[src/rtl/seq_alu_if.sv]
// seq_alu_if: operation request and result bundle between the datapath controller and seq_alu.
// Instantiate it with the same WIDTH/SHW as the seq_alu it connects to.
interface seq_alu_if #(
  parameter int unsigned WIDTH = 8,
  parameter int unsigned SHW   = 3
);
  logic             Start;
  logic [3:0]       FS;
  logic [SHW-1:0]   SH;
  logic             CIn;
  logic [WIDTH-1:0] OprdA;
  logic [WIDTH-1:0] OprdB;
  logic [WIDTH-1:0] FOut;
  logic [WIDTH-1:0] FOutHi;
  logic             Busy;
  logic             Done;
  logic             Z;
  logic             C;
  logic             V;
  logic             N;
  logic             D;

  // Controller side: issues operations, reads results.
  modport master (
    output Start, FS, SH, CIn, OprdA, OprdB,
    input  FOut, FOutHi, Busy, Done, Z, C, V, N, D
  );

  // ALU side.
  modport slave (
    input  Start, FS, SH, CIn, OprdA, OprdB,
    output FOut, FOutHi, Busy, Done, Z, C, V, N, D
  );
endinterface

[src/rtl/seq_alu.sv]
// seq_alu: clocked ALU with registered result/flags, Start/Busy/Done handshake,
// single-cycle ops 0-13 and iterative unsigned MUL/DIV (one bit per cycle).
module seq_alu #(
  parameter int unsigned WIDTH = 8,
  parameter int unsigned SHW   = 3
) (
  input logic        Clk,
  input logic        Rst_n,
  seq_alu_if.slave   bus
);

  localparam int unsigned CW = $clog2(WIDTH);

  localparam logic [3:0] OpAdd = 4'd0,  OpAdc = 4'd1,  OpSub = 4'd2,  OpSbb = 4'd3;
  localparam logic [3:0] OpAnd = 4'd4,  OpOr  = 4'd5,  OpXor = 4'd6,  OpNot = 4'd7;
  localparam logic [3:0] OpInc = 4'd8,  OpDec = 4'd9,  OpShl = 4'd10, OpShr = 4'd11;
  localparam logic [3:0] OpAsr = 4'd12, OpRol = 4'd13, OpMul = 4'd14, OpDiv = 4'd15;

  typedef enum logic [0:0] {StIdle, StIter} state_e;

  state_e           stateQ, stateD;
  logic [CW-1:0]    cntQ, cntD;
  logic [WIDTH-1:0] accHiQ, accHiD, accLoQ, accLoD, opBQ, opBD;
  logic             isDivQ, isDivD;
  logic [WIDTH-1:0] fOutQ, fOutD, fOutHiQ, fOutHiD;
  logic             doneQ, doneD, zQ, zD, cQ, cD, vQ, vD, nQ, nD, dQ, dD;

  logic [WIDTH-1:0]   a, b;
  logic [CW-1:0]      shAmt;
  logic [2*WIDTH-1:0] rolW;
  logic [WIDTH:0]     shrW, asrW, wide;
  logic [WIDTH-1:0]   aluRes;
  logic               aluC, aluV;
  logic [WIDTH:0]     mulSum, remSh, remDiff;
  logic [WIDTH-1:0]   stepHi, stepLo;

  assign a = bus.OprdA;
  assign b = bus.OprdB;

  // Clamp the shift amount and form the shifted operands used by ops 10-13.
  always_comb begin
    shAmt = (32'(bus.SH) >= WIDTH) ? CW'(WIDTH - 1) : CW'(bus.SH);
    // Lower half of {a,a}<<s is SHL, upper half is ROL; bit WIDTH is the last bit out of both.
    rolW  = {a, a} << shAmt;
    // Spare LSB catches the last bit shifted out on right shifts.
    shrW  = {a, 1'b0} >> shAmt;
    asrW  = $unsigned($signed({a, 1'b0}) >>> shAmt);
  end

  // Single-cycle result, carry/borrow and signed overflow.
  always_comb begin
    wide   = '0;
    aluRes = '0;
    aluC   = 1'b0;
    aluV   = 1'b0;
    case (bus.FS)
      OpAdd, OpAdc: begin
        wide   = {1'b0, a} + {1'b0, b} + ((bus.FS == OpAdc) ? {{WIDTH{1'b0}}, bus.CIn} : '0);
        aluRes = wide[WIDTH-1:0];
        aluC   = wide[WIDTH];
        aluV   = (a[WIDTH-1] == b[WIDTH-1]) && (aluRes[WIDTH-1] != a[WIDTH-1]);
      end
      OpSub, OpSbb: begin
        wide   = {1'b0, a} - {1'b0, b} - ((bus.FS == OpSbb) ? {{WIDTH{1'b0}}, bus.CIn} : '0);
        aluRes = wide[WIDTH-1:0];
        aluC   = wide[WIDTH];
        aluV   = (a[WIDTH-1] != b[WIDTH-1]) && (aluRes[WIDTH-1] != a[WIDTH-1]);
      end
      OpAnd: aluRes = a & b;
      OpOr:  aluRes = a | b;
      OpXor: aluRes = a ^ b;
      OpNot: aluRes = ~a;
      OpInc: begin
        wide   = {1'b0, a} + (WIDTH + 1)'(1);
        aluRes = wide[WIDTH-1:0];
        aluC   = wide[WIDTH];
        aluV   = ~a[WIDTH-1] & aluRes[WIDTH-1];
      end
      OpDec: begin
        wide   = {1'b0, a} - (WIDTH + 1)'(1);
        aluRes = wide[WIDTH-1:0];
        aluC   = wide[WIDTH];
        aluV   = a[WIDTH-1] & ~aluRes[WIDTH-1];
      end
      OpShl: begin
        aluRes = rolW[WIDTH-1:0];
        aluC   = (shAmt != '0) & rolW[WIDTH];
      end
      OpShr: begin
        aluRes = shrW[WIDTH:1];
        aluC   = (shAmt != '0) & shrW[0];
      end
      OpAsr: begin
        aluRes = asrW[WIDTH:1];
        aluC   = (shAmt != '0) & asrW[0];
      end
      OpRol: begin
        aluRes = rolW[2*WIDTH-1:WIDTH];
        aluC   = (shAmt != '0) & rolW[WIDTH];
      end
      default: ;
    endcase
  end

  // One MUL shift-add or DIV restoring-subtract step on the accumulator pair.
  always_comb begin
    mulSum  = {1'b0, accHiQ} + (accLoQ[0] ? {1'b0, opBQ} : '0);
    remSh   = {accHiQ, accLoQ[WIDTH-1]};
    remDiff = remSh - {1'b0, opBQ};
    if (isDivQ) begin
      // No borrow means the partial remainder is >= divisor: keep the difference.
      stepHi = remDiff[WIDTH] ? remSh[WIDTH-1:0] : remDiff[WIDTH-1:0];
      stepLo = {accLoQ[WIDTH-2:0], ~remDiff[WIDTH]};
    end else begin
      {stepHi, stepLo} = {mulSum, accLoQ[WIDTH-1:1]};
    end
  end

  // Next-state: issue in IDLE, iterate in ITER, register results with a Done pulse.
  always_comb begin
    stateD  = stateQ;
    cntD    = cntQ;
    accHiD  = accHiQ;
    accLoD  = accLoQ;
    opBD    = opBQ;
    isDivD  = isDivQ;
    fOutD   = fOutQ;
    fOutHiD = fOutHiQ;
    doneD   = 1'b0;
    zD      = zQ;
    cD      = cQ;
    vD      = vQ;
    nD      = nQ;
    dD      = dQ;
    unique case (stateQ)
      StIdle: begin
        if (bus.Start) begin
          if (bus.FS == OpMul || (bus.FS == OpDiv && b != '0)) begin
            stateD = StIter;
            cntD   = CW'(WIDTH - 1);
            accHiD = '0;
            accLoD = a;
            opBD   = b;
            isDivD = (bus.FS == OpDiv);
          end else if (bus.FS == OpDiv) begin
            fOutD   = '1;
            fOutHiD = a;
            doneD   = 1'b1;
            {zD, cD, vD, nD, dD} = 5'b00001;
          end else begin
            fOutD   = aluRes;
            fOutHiD = '0;
            doneD   = 1'b1;
            zD      = (aluRes == '0);
            cD      = aluC;
            vD      = aluV;
            nD      = aluRes[WIDTH-1];
            dD      = 1'b0;
          end
        end
      end
      StIter: begin
        accHiD = stepHi;
        accLoD = stepLo;
        cntD   = cntQ - 1'b1;
        if (cntQ == '0) begin
          stateD  = StIdle;
          cntD    = '0;
          fOutD   = stepLo;
          fOutHiD = stepHi;
          doneD   = 1'b1;
          vD      = 1'b0;
          dD      = 1'b0;
          if (isDivQ) begin
            zD = (stepLo == '0);
            cD = 1'b0;
            nD = stepLo[WIDTH-1];
          end else begin
            zD = ({stepHi, stepLo} == '0);
            cD = (stepHi != '0);
            nD = stepHi[WIDTH-1];
          end
        end
      end
      default: stateD = StIdle;
    endcase
  end

  // State and output registers; reset aborts any in-flight MUL/DIV.
  always_ff @(posedge Clk or negedge Rst_n) begin
    if (!Rst_n) begin
      stateQ  <= StIdle;
      cntQ    <= '0;
      accHiQ  <= '0;
      accLoQ  <= '0;
      opBQ    <= '0;
      isDivQ  <= 1'b0;
      fOutQ   <= '0;
      fOutHiQ <= '0;
      doneQ   <= 1'b0;
      zQ      <= 1'b0;
      cQ      <= 1'b0;
      vQ      <= 1'b0;
      nQ      <= 1'b0;
      dQ      <= 1'b0;
    end else begin
      stateQ  <= stateD;
      cntQ    <= cntD;
      accHiQ  <= accHiD;
      accLoQ  <= accLoD;
      opBQ    <= opBD;
      isDivQ  <= isDivD;
      fOutQ   <= fOutD;
      fOutHiQ <= fOutHiD;
      doneQ   <= doneD;
      zQ      <= zD;
      cQ      <= cD;
      vQ      <= vD;
      nQ      <= nD;
      dQ      <= dD;
    end
  end

  assign bus.FOut   = fOutQ;
  assign bus.FOutHi = fOutHiQ;
  assign bus.Busy   = (stateQ == StIter);
  assign bus.Done   = doneQ;
  assign bus.Z      = zQ;
  assign bus.C      = cQ;
  assign bus.V      = vQ;
  assign bus.N      = nQ;
  assign bus.D      = dQ;

endmodule

[src/flat_wrapper.sv]
// flat-port wrapper written by rule: the top's interface ports become plain ports
module seq_alu_flat 
#(
  parameter int unsigned WIDTH = 8,
  parameter int unsigned SHW   = 3
)
  (Clk, Rst_n, bus_Start, bus_FS, bus_SH, bus_CIn, bus_OprdA, bus_OprdB, bus_FOut, bus_FOutHi, bus_Busy, bus_Done, bus_Z, bus_C, bus_V, bus_N, bus_D);
  seq_alu_if #(.WIDTH(WIDTH), .SHW(SHW)) bus_i ();
  input logic Clk;
  input logic Rst_n;
  input wire logic [$bits(bus_i.Start)-1:0] bus_Start;
  input wire logic [$bits(bus_i.FS)-1:0] bus_FS;
  input wire logic [$bits(bus_i.SH)-1:0] bus_SH;
  input wire logic [$bits(bus_i.CIn)-1:0] bus_CIn;
  input wire logic [$bits(bus_i.OprdA)-1:0] bus_OprdA;
  input wire logic [$bits(bus_i.OprdB)-1:0] bus_OprdB;
  output wire logic [$bits(bus_i.FOut)-1:0] bus_FOut;
  output wire logic [$bits(bus_i.FOutHi)-1:0] bus_FOutHi;
  output wire logic [$bits(bus_i.Busy)-1:0] bus_Busy;
  output wire logic [$bits(bus_i.Done)-1:0] bus_Done;
  output wire logic [$bits(bus_i.Z)-1:0] bus_Z;
  output wire logic [$bits(bus_i.C)-1:0] bus_C;
  output wire logic [$bits(bus_i.V)-1:0] bus_V;
  output wire logic [$bits(bus_i.N)-1:0] bus_N;
  output wire logic [$bits(bus_i.D)-1:0] bus_D;
  assign bus_i.Start = bus_Start;
  assign bus_i.FS = bus_FS;
  assign bus_i.SH = bus_SH;
  assign bus_i.CIn = bus_CIn;
  assign bus_i.OprdA = bus_OprdA;
  assign bus_i.OprdB = bus_OprdB;
  assign bus_FOut = bus_i.FOut;
  assign bus_FOutHi = bus_i.FOutHi;
  assign bus_Busy = bus_i.Busy;
  assign bus_Done = bus_i.Done;
  assign bus_Z = bus_i.Z;
  assign bus_C = bus_i.C;
  assign bus_V = bus_i.V;
  assign bus_N = bus_i.N;
  assign bus_D = bus_i.D;
  seq_alu #(.WIDTH(WIDTH), .SHW(SHW)) u_core (.Clk(Clk), .Rst_n(Rst_n), .bus(bus_i));
endmodule
[config.mk]
export PLATFORM = sky130hd
export DESIGN_NAME = seq_alu_flat
export DESIGN_NICKNAME = d
export VERILOG_FILES = /design/src/rtl/seq_alu_if.sv /design/src/rtl/seq_alu.sv /design/src/flat_wrapper.sv
export SDC_FILE = /design/constraint.sdc
export NUM_CORES = 1
export LEC_CHECK = 0
export CORE_AREA = 2 2 130 132
export DETAILED_ROUTE_END_ITERATION = 12
export DIE_AREA = 0 0 132 134
export HOLD_SLACK_MARGIN = 0.12
export PLACE_DENSITY_LB_ADDON = 0.1
export SLEW_MARGIN = 10
export SYNTH_ARGS = -nofsm -noshare
export SYNTH_HDL_FRONTEND = slang
export SYNTH_SLANG_ARGS = --single-unit
[constraint.sdc]
create_clock -name Clk -period 5.25 [get_ports Clk]
set_input_delay 1.05 -clock Clk [delete_from_list [all_inputs] [get_ports Clk]]
set_output_delay 1.05 -clock Clk [all_outputs]
set_load 0.03 [all_outputs]
After elaboration in Yosys (flattened, before gate mapping)
Cells that the tools add are included.
Widths: inputs -> output; s select.
{"block": "word_totals", "reg_bits": 51, "latch_bits": 0, "mem_bits_rw": 0, "mem_bits_ro": 0, "in_bits": 27, "output_inout_bits": 23, "elab_cells": 144, "mem_count": 0}
{"block": "op_classes", "add_sub_neg": 9, "n_mul": 0, "div_mod_pow": 0, "order_cmp": 0, "eq_ne": 23, "n_shift": 3, "mux": 64, "bitwise": 13, "n_reduce_logical": 18}
{"cell": "$mux 8", "n": 16}
{"cell": "$pmux 8 s12", "n": 1}
{"cell": "$pmux 8 s2", "n": 4}
{"cell": "$eq 4x4->1 const B", "n": 8}
{"cell": "$mux 1", "n": 30}
{"cell": "$eq 4x3->1 const B", "n": 4}
{"cell": "$logic_not 16->1", "n": 1}
{"cell": "$logic_not 8->1", "n": 2}
{"cell": "$reduce_bool 8->1", "n": 2}
{"cell": "$shl 16x3->16", "n": 1}
{"cell": "$pmux 1 s2", "n": 7}
{"cell": "$add 8x1->9 const B", "n": 1}
{"cell": "$add 8x8->9", "n": 1}
{"cell": "$add 8x9->9", "n": 1}
{"cell": "$add 9x9->9", "n": 1}
{"cell": "$mux 3", "n": 3}
{"cell": "$shr 9x3->9", "n": 1}
{"cell": "$sshr 9x3->9", "n": 1}
{"cell": "$sub 8x1->9 const B", "n": 1}
{"cell": "$sub 8x8->9", "n": 1}
{"cell": "$sub 9x8->9", "n": 1}
{"cell": "$sub 9x9->9", "n": 1}
{"cell": "$and 8x8->8", "n": 1}
{"cell": "$eq 4x2->1 const B", "n": 2}
{"cell": "22 further kinds", "n": 38}

Longest topological paths before layout
{"block": "depth", "depth_word": 10, "ltp_mapped": 15}

Worst setup path before layout
No wires, ideal clock.
{"block": "synth_path", "path_type": "input -> register", "from": "input bus_FS[1]", "to": "register u_core.fOutQ[7] (netlist: u_core.bus.FOut[7])", "setup_ps": 118, "t_arrival_ps": 4039, "slack_ps": 1093, "stages": 14, "cell_sequence": "buf_2 > buf_2 > clkbuf_1 > nand4_1 > fa_1 > ha_1 > or4_1 > o221ai_2 > o21bai_1 > a21oi_1 > xnor2_1 > a221oi_2 > a221oi_1 > a21o_1"}
{"block": "synth_between", "elab_chain_len": 8, "elab_cells_between_ends": 31, "classes_between": "add/sub (2); eq/ne (16); mux (7); reduce/logical (6)"}
{"element": "start, declared", "line_no": "flat_wrapper.sv:12", "text": "input wire logic [$bits(bus_i.FS)-1:0] bus_FS;"}
{"element": "$eq 4x2->1 or $eq 4x1->1 (tied branches)", "line_no": "seq_alu.sv:56, seq_alu.sv:64, seq_alu.sv:58"}
{"element": "$mux 1 (on tied branches)", "line_no": "seq_alu.sv:64, seq_alu.sv:58"}
{"element": "$sub 9x9->9 or $add 9x9->9 (tied branches)", "line_no": "seq_alu.sv:64, seq_alu.sv:58"}
{"element": "$pmux 8 s12", "line_no": "seq_alu.sv:56", "text": "case (bus.FS)"}
{"element": "$mux 8", "line_no": "seq_alu.sv:145", "text": "end else if (bus.FS == OpDiv) begin"}
{"element": "$mux 8", "line_no": "seq_alu.sv:138", "text": "if (bus.FS == OpMul || (bus.FS == OpDiv && b != '0)) begin"}
{"element": "$mux 8", "line_no": "seq_alu.sv:137", "text": "if (bus.Start) begin"}
{"element": "$pmux 8 s2", "line_no": "seq_alu.sv:135", "text": "unique case (stateQ)"}
{"element": "end signal, assigned", "line_no": "seq_alu.sv:213", "text": "fOutQ <= fOutD;"}
{"element": "end, declared", "line_no": "seq_alu.sv:25", "text": "logic [WIDTH-1:0] fOutQ, fOutD, fOutHiQ, fOutHiD;"}
Parallel ways exist; a longest one is shown, timed or not. The select of a mux whose other input is x is not followed.
A chain may end at the register's enable or synchronous reset.

Final worst setup path
{"block": "layout_path", "from": "input bus_FS[2]", "to": "register u_core.zQ (netlist: u_core.bus.Z)"}
{"block": "layout_between", "elab_chain_len": 9, "elab_cells_between_ends": 32, "classes_between": "add/sub (2); eq/ne (16); mux (7); reduce/logical (7)"}
{"element": "$eq 4x2->1 or $eq 4x1->1 (tied branches)", "line_no": "seq_alu.sv:56, seq_alu.sv:64, seq_alu.sv:58"}
{"element": "$mux 1 (on tied branches)", "line_no": "seq_alu.sv:64, seq_alu.sv:58"}
{"element": "$sub 9x9->9 or $add 9x9->9 (tied branches)", "line_no": "seq_alu.sv:64, seq_alu.sv:58"}
{"element": "$pmux 8 s12", "line_no": "seq_alu.sv:56"}
{"element": "$logic_not 8->1", "line_no": "seq_alu.sv:154", "text": "zD = (aluRes == '0);"}
{"element": "$mux 1", "line_no": "seq_alu.sv:145"}
{"element": "$mux 1", "line_no": "seq_alu.sv:138"}
{"element": "$mux 1", "line_no": "seq_alu.sv:137"}
{"element": "$pmux 1 s2", "line_no": "seq_alu.sv:135"}
{"element": "end signal, assigned", "line_no": "seq_alu.sv:216", "text": "zQ <= zD;"}
{"element": "end, declared", "line_no": "seq_alu.sv:26", "text": "logic doneQ, doneD, zQ, zD, cQ, cD, vQ, vD, nQ, nD, dQ, dD;"}
Parallel ways exist; a longest one is shown, timed or not. The select of a mux whose other input is x is not followed.

==> metrics.cfg <==
[hold_path]
hold_path_class = reg -> reg
holdCritStartpoint = u_core.bus.FOut[0]$_DFFE_PN0P_

[route]
wl_per_cell_um = 20.2
vias = 5888
first_pass_iters = 6
drt-total-wl_mm = 20.2
drtAntennaViolNets = 0
drc = 0
drt_iter0_drc = 460
vias_per_cell = 5.91

[sta]
hold_violations = 0
whs_ns = 0.483
rsz0062_at_grt = false
slew_headroom_pct = 38.2
period_minus_slack_ns = 4.34
tightest_slew_ns = 0.920
period_share_pct = 82.7
maxSlewViolCount = 0
setup_viol = 0
skew_ns = 0.00617
fmax_ghz = 0.230
fin_setup_tns_ns = 0

[power_and_ir_drop]
comb_power_share_pct = 65.0
p_leak_nw = 2.91
power_density_nw_per_um2 = 458
pwr-share-clk_pct = 12.1
swShare_pct = 48.9
p_int_mw = 1.62
p_switching_mw = 1.55
power_mw = 3.16
seqPwrFrac_pct = 23.0
peakVddDrop_uv = 191

[synth]
yosys_warnings = 0
yosysUniqueCellTypes = 88
syn_inst = 748
ys_ff_latch = 51
synth-main-ff-cell = dfrtp_1
synth_seq_area_share_pct = 21.0
synth-edff-count = 0
syn_nets = 833
async_reset_ff_share_pct = 100
syn_avg_cell_area_um2 = 8.12
syn-cell-area_um2 = 6070

[cells_and_area]
syn2layout_area_growth_pct = 13.7
num-fill-cells = 1648
antennaDiodeCount = 0
final_net_count = 861
drive_above_1_share_pct = 8.24
postLayoutCoreUtil_pct = 42.4

[setup_path]
critical_path.max_fanout = 5
r2r-start = u_core.accLoQ[7]$_DFFE_PN0P_
arrival_ns = 4.57
r2r_cells = 12
crit_start = bus_FS[2]
required_ns = 5.47
path_class = in -> reg
cp-start-kind = input pin
rrSetupSlack_ns = 1.78
end_kind = flop
setup.worst_path.end = u_core.bus.Z$_DFFE_PN0P_
worstReg2RegEnd = u_core.bus.C$_DFFE_PN0P_

[clock_network]
numCtsBuffers = 5
tritoncts = done
cts_root_buf = clkbuf_16
cts_setup_buffers = 0
cts_hold_buf = 0
cts-htree-levels = 2
cts.reportedPaths.clkPinSlew_ns = 0.07
cts_resized = 0
clock-sinks = 51
clock_path_buffers = 2
clk_latency_ns = 0.29

[global_routing]
grt_pass1_wl_mm = 31.8
grt_pass1_vias = 5690
grt_usage_pct = 22.7
antenna_found_initial = 0
grt-ovfl-total = 0
grt_start_max_net_pins = 52

[floorplanning]
dieArea_um2 = 17700
top_level_ports = 50
die_height_um = 134
fp.dieW_um = 132
core_um2 = 16300
std_cell_rows = 47
floorplan.initialDensity_pct = 37.3

[run_status]
outcome = complete, no violations

[place]
gp_congestion = 0.924
detailed_place_hpwl_mm = 15.5
port_buffers = 49

[job]
cap_violations = 0

-- synthesized netlist by cell type, drive strengths merged, types with 14 or more instances --
cell type	count	area (um^2)
and2	14	87.6
nor2	66	248
nand3	15	80.1
a21oi	39	214
buf	17	83.8
clkbuf	31	166
ha	52	651
o21ai	48	240
a211oi	14	110
nand2	70	263
mux2i	28	280
xnor2	17	149
inv	52	195
nor3	21	121
dfrtp	51	1280
-- cell type report --
type | count | area (um^2) | share of cell area [%]
inverter | 52 | 195 | 2.83
clock inverter | 3 | 46.3 | 0.670
sequential | 51 | 1280 | 18.5
timing repair buffer | 69 | 636 | 9.20
tap | 220 | 275 | 3.99
multi-input combinational | 597 | 4350 | 63.0
clock buffer | 5 | 125 | 1.81
-- sequential cells by signal, indices dropped and copies added (netlist names), 3 cells and up --
| register | cells |
|---|---|
| u_core.opBQ | 8 |
| u_core.bus.FOutHi | 8 |
| u_core.bus.FOut | 8 |
| u_core.accLoQ | 8 |
| u_core.accHiQ | 8 |
| u_core.cntQ | 3 |
-- layout by cell type (no fill, tap or decap), types with 19 or more instances in the layout --
| master | netlist | layout |
|---|---|---|
| nand2_1 | 70 | 70 |
| buf_4 | 0 | 20 |
| o21ai_0 | 46 | 46 |
| nor2_1 | 66 | 66 |
| ha_1 | 52 | 52 |
| dfrtp_1 | 51 | 51 |
| a21oi_1 | 36 | 36 |
| nor3_1 | 19 | 19 |
| mux2i_1 | 28 | 28 |
| clkdlybuf4s50_1 | 0 | 48 |
| inv_1 | 52 | 52 |
-- worst min path at each step --
stage | slack [ns] | cells past startpoint | end
after global routing | 0.52 | 1 | u_core.bus.FOutHi[5]$_DFFE_PN0P_
after CTS | 0.49 | 1 | u_core.bus.FOut[0]$_DFFE_PN0P_
after floorplan | 0.46 | 2 | u_core.opBQ[1]$_DFFE_PN0P_
after global placement | 0.48 | 1 | u_core.bus.FOut[0]$_DFFE_PN0P_
final | 0.48 | 1 | u_core.bus.FOut[0]$_DFFE_PN0P_
after detailed placement | 0.47 | 1 | u_core.bus.FOut[0]$_DFFE_PN0P_
-- stage by stage --
| stage | setup slack (ns) | area [um^2] | instances |
|---|---|---|---|
| 3_5_place_dp | 0.661 | 6730 | 989 |
| 2_1_floorplan | 1.09 | 6070 | 748 |
| 5_1_grt | 0.717 | 6910 | 997 |
| 6_report | 0.907 | 6910 | 997 |
| 3_3_place_gp | 0.760 | 6730 | 989 |
| 4_1_cts | 0.960 | 6910 | 997 |
-- kinds of logic (layout without fill, tap and decap cells) --
| logic type | after synthesis | count (layout) | share of synthesized area, % |
|---|---|---|---|
| AOI/OAI and AO/OA | 221 | 221 | 25.9 |
| and+or+nand+nor | 252 | 252 | 21.3 |
| DFF | 51 | 51 | 21.0 |
| xor gates and xnor gates | 26 | 26 | 3.75 |
| adders and majority gates | 58 | 58 | 12.7 |
| muxes | 40 | 40 | 7.95 |
| buffers and inverters | 100 | 129 | 7.33 |
-- power groups by stage --
stage	registers [mW]	logic, mW	clock network, mW
after detailed placement	0.735	2.04	0
final	0.726	2.05	0.381
after global placement	0.731	2.03	0
after CTS	0.728	2.05	0.392
after global routing	0.752	2.25	0.407
after floorplan	0.823	1.35	0
-- critical path, cell delays in order --
cell and delay, ns:
clkdlybuf4s50_1 0.42, nor2_1 0.33, nand4b_1 0.19, fa_1 0.45
fa_1 0.40, nand3b_1 0.19, a21boi_0 0.40, o31ai_1 0.16
a2111oi_2 0.51, and4_4 0.28, nand4_1 0.10, o211ai_2 0.08
-- layer usage --
metal	part of all wire [%]	vias up	global-route usage, %	wire length (um)
met1	44	2869	29.3	8850
met4	2.1	0	6.88	431
li1	-	2797	-	-
met2	49	189	39.6	9950
met3	4.7	33	2.99	949
met5	0	-	0	0
Note: power is estimated with default switching activity, not from simulation.
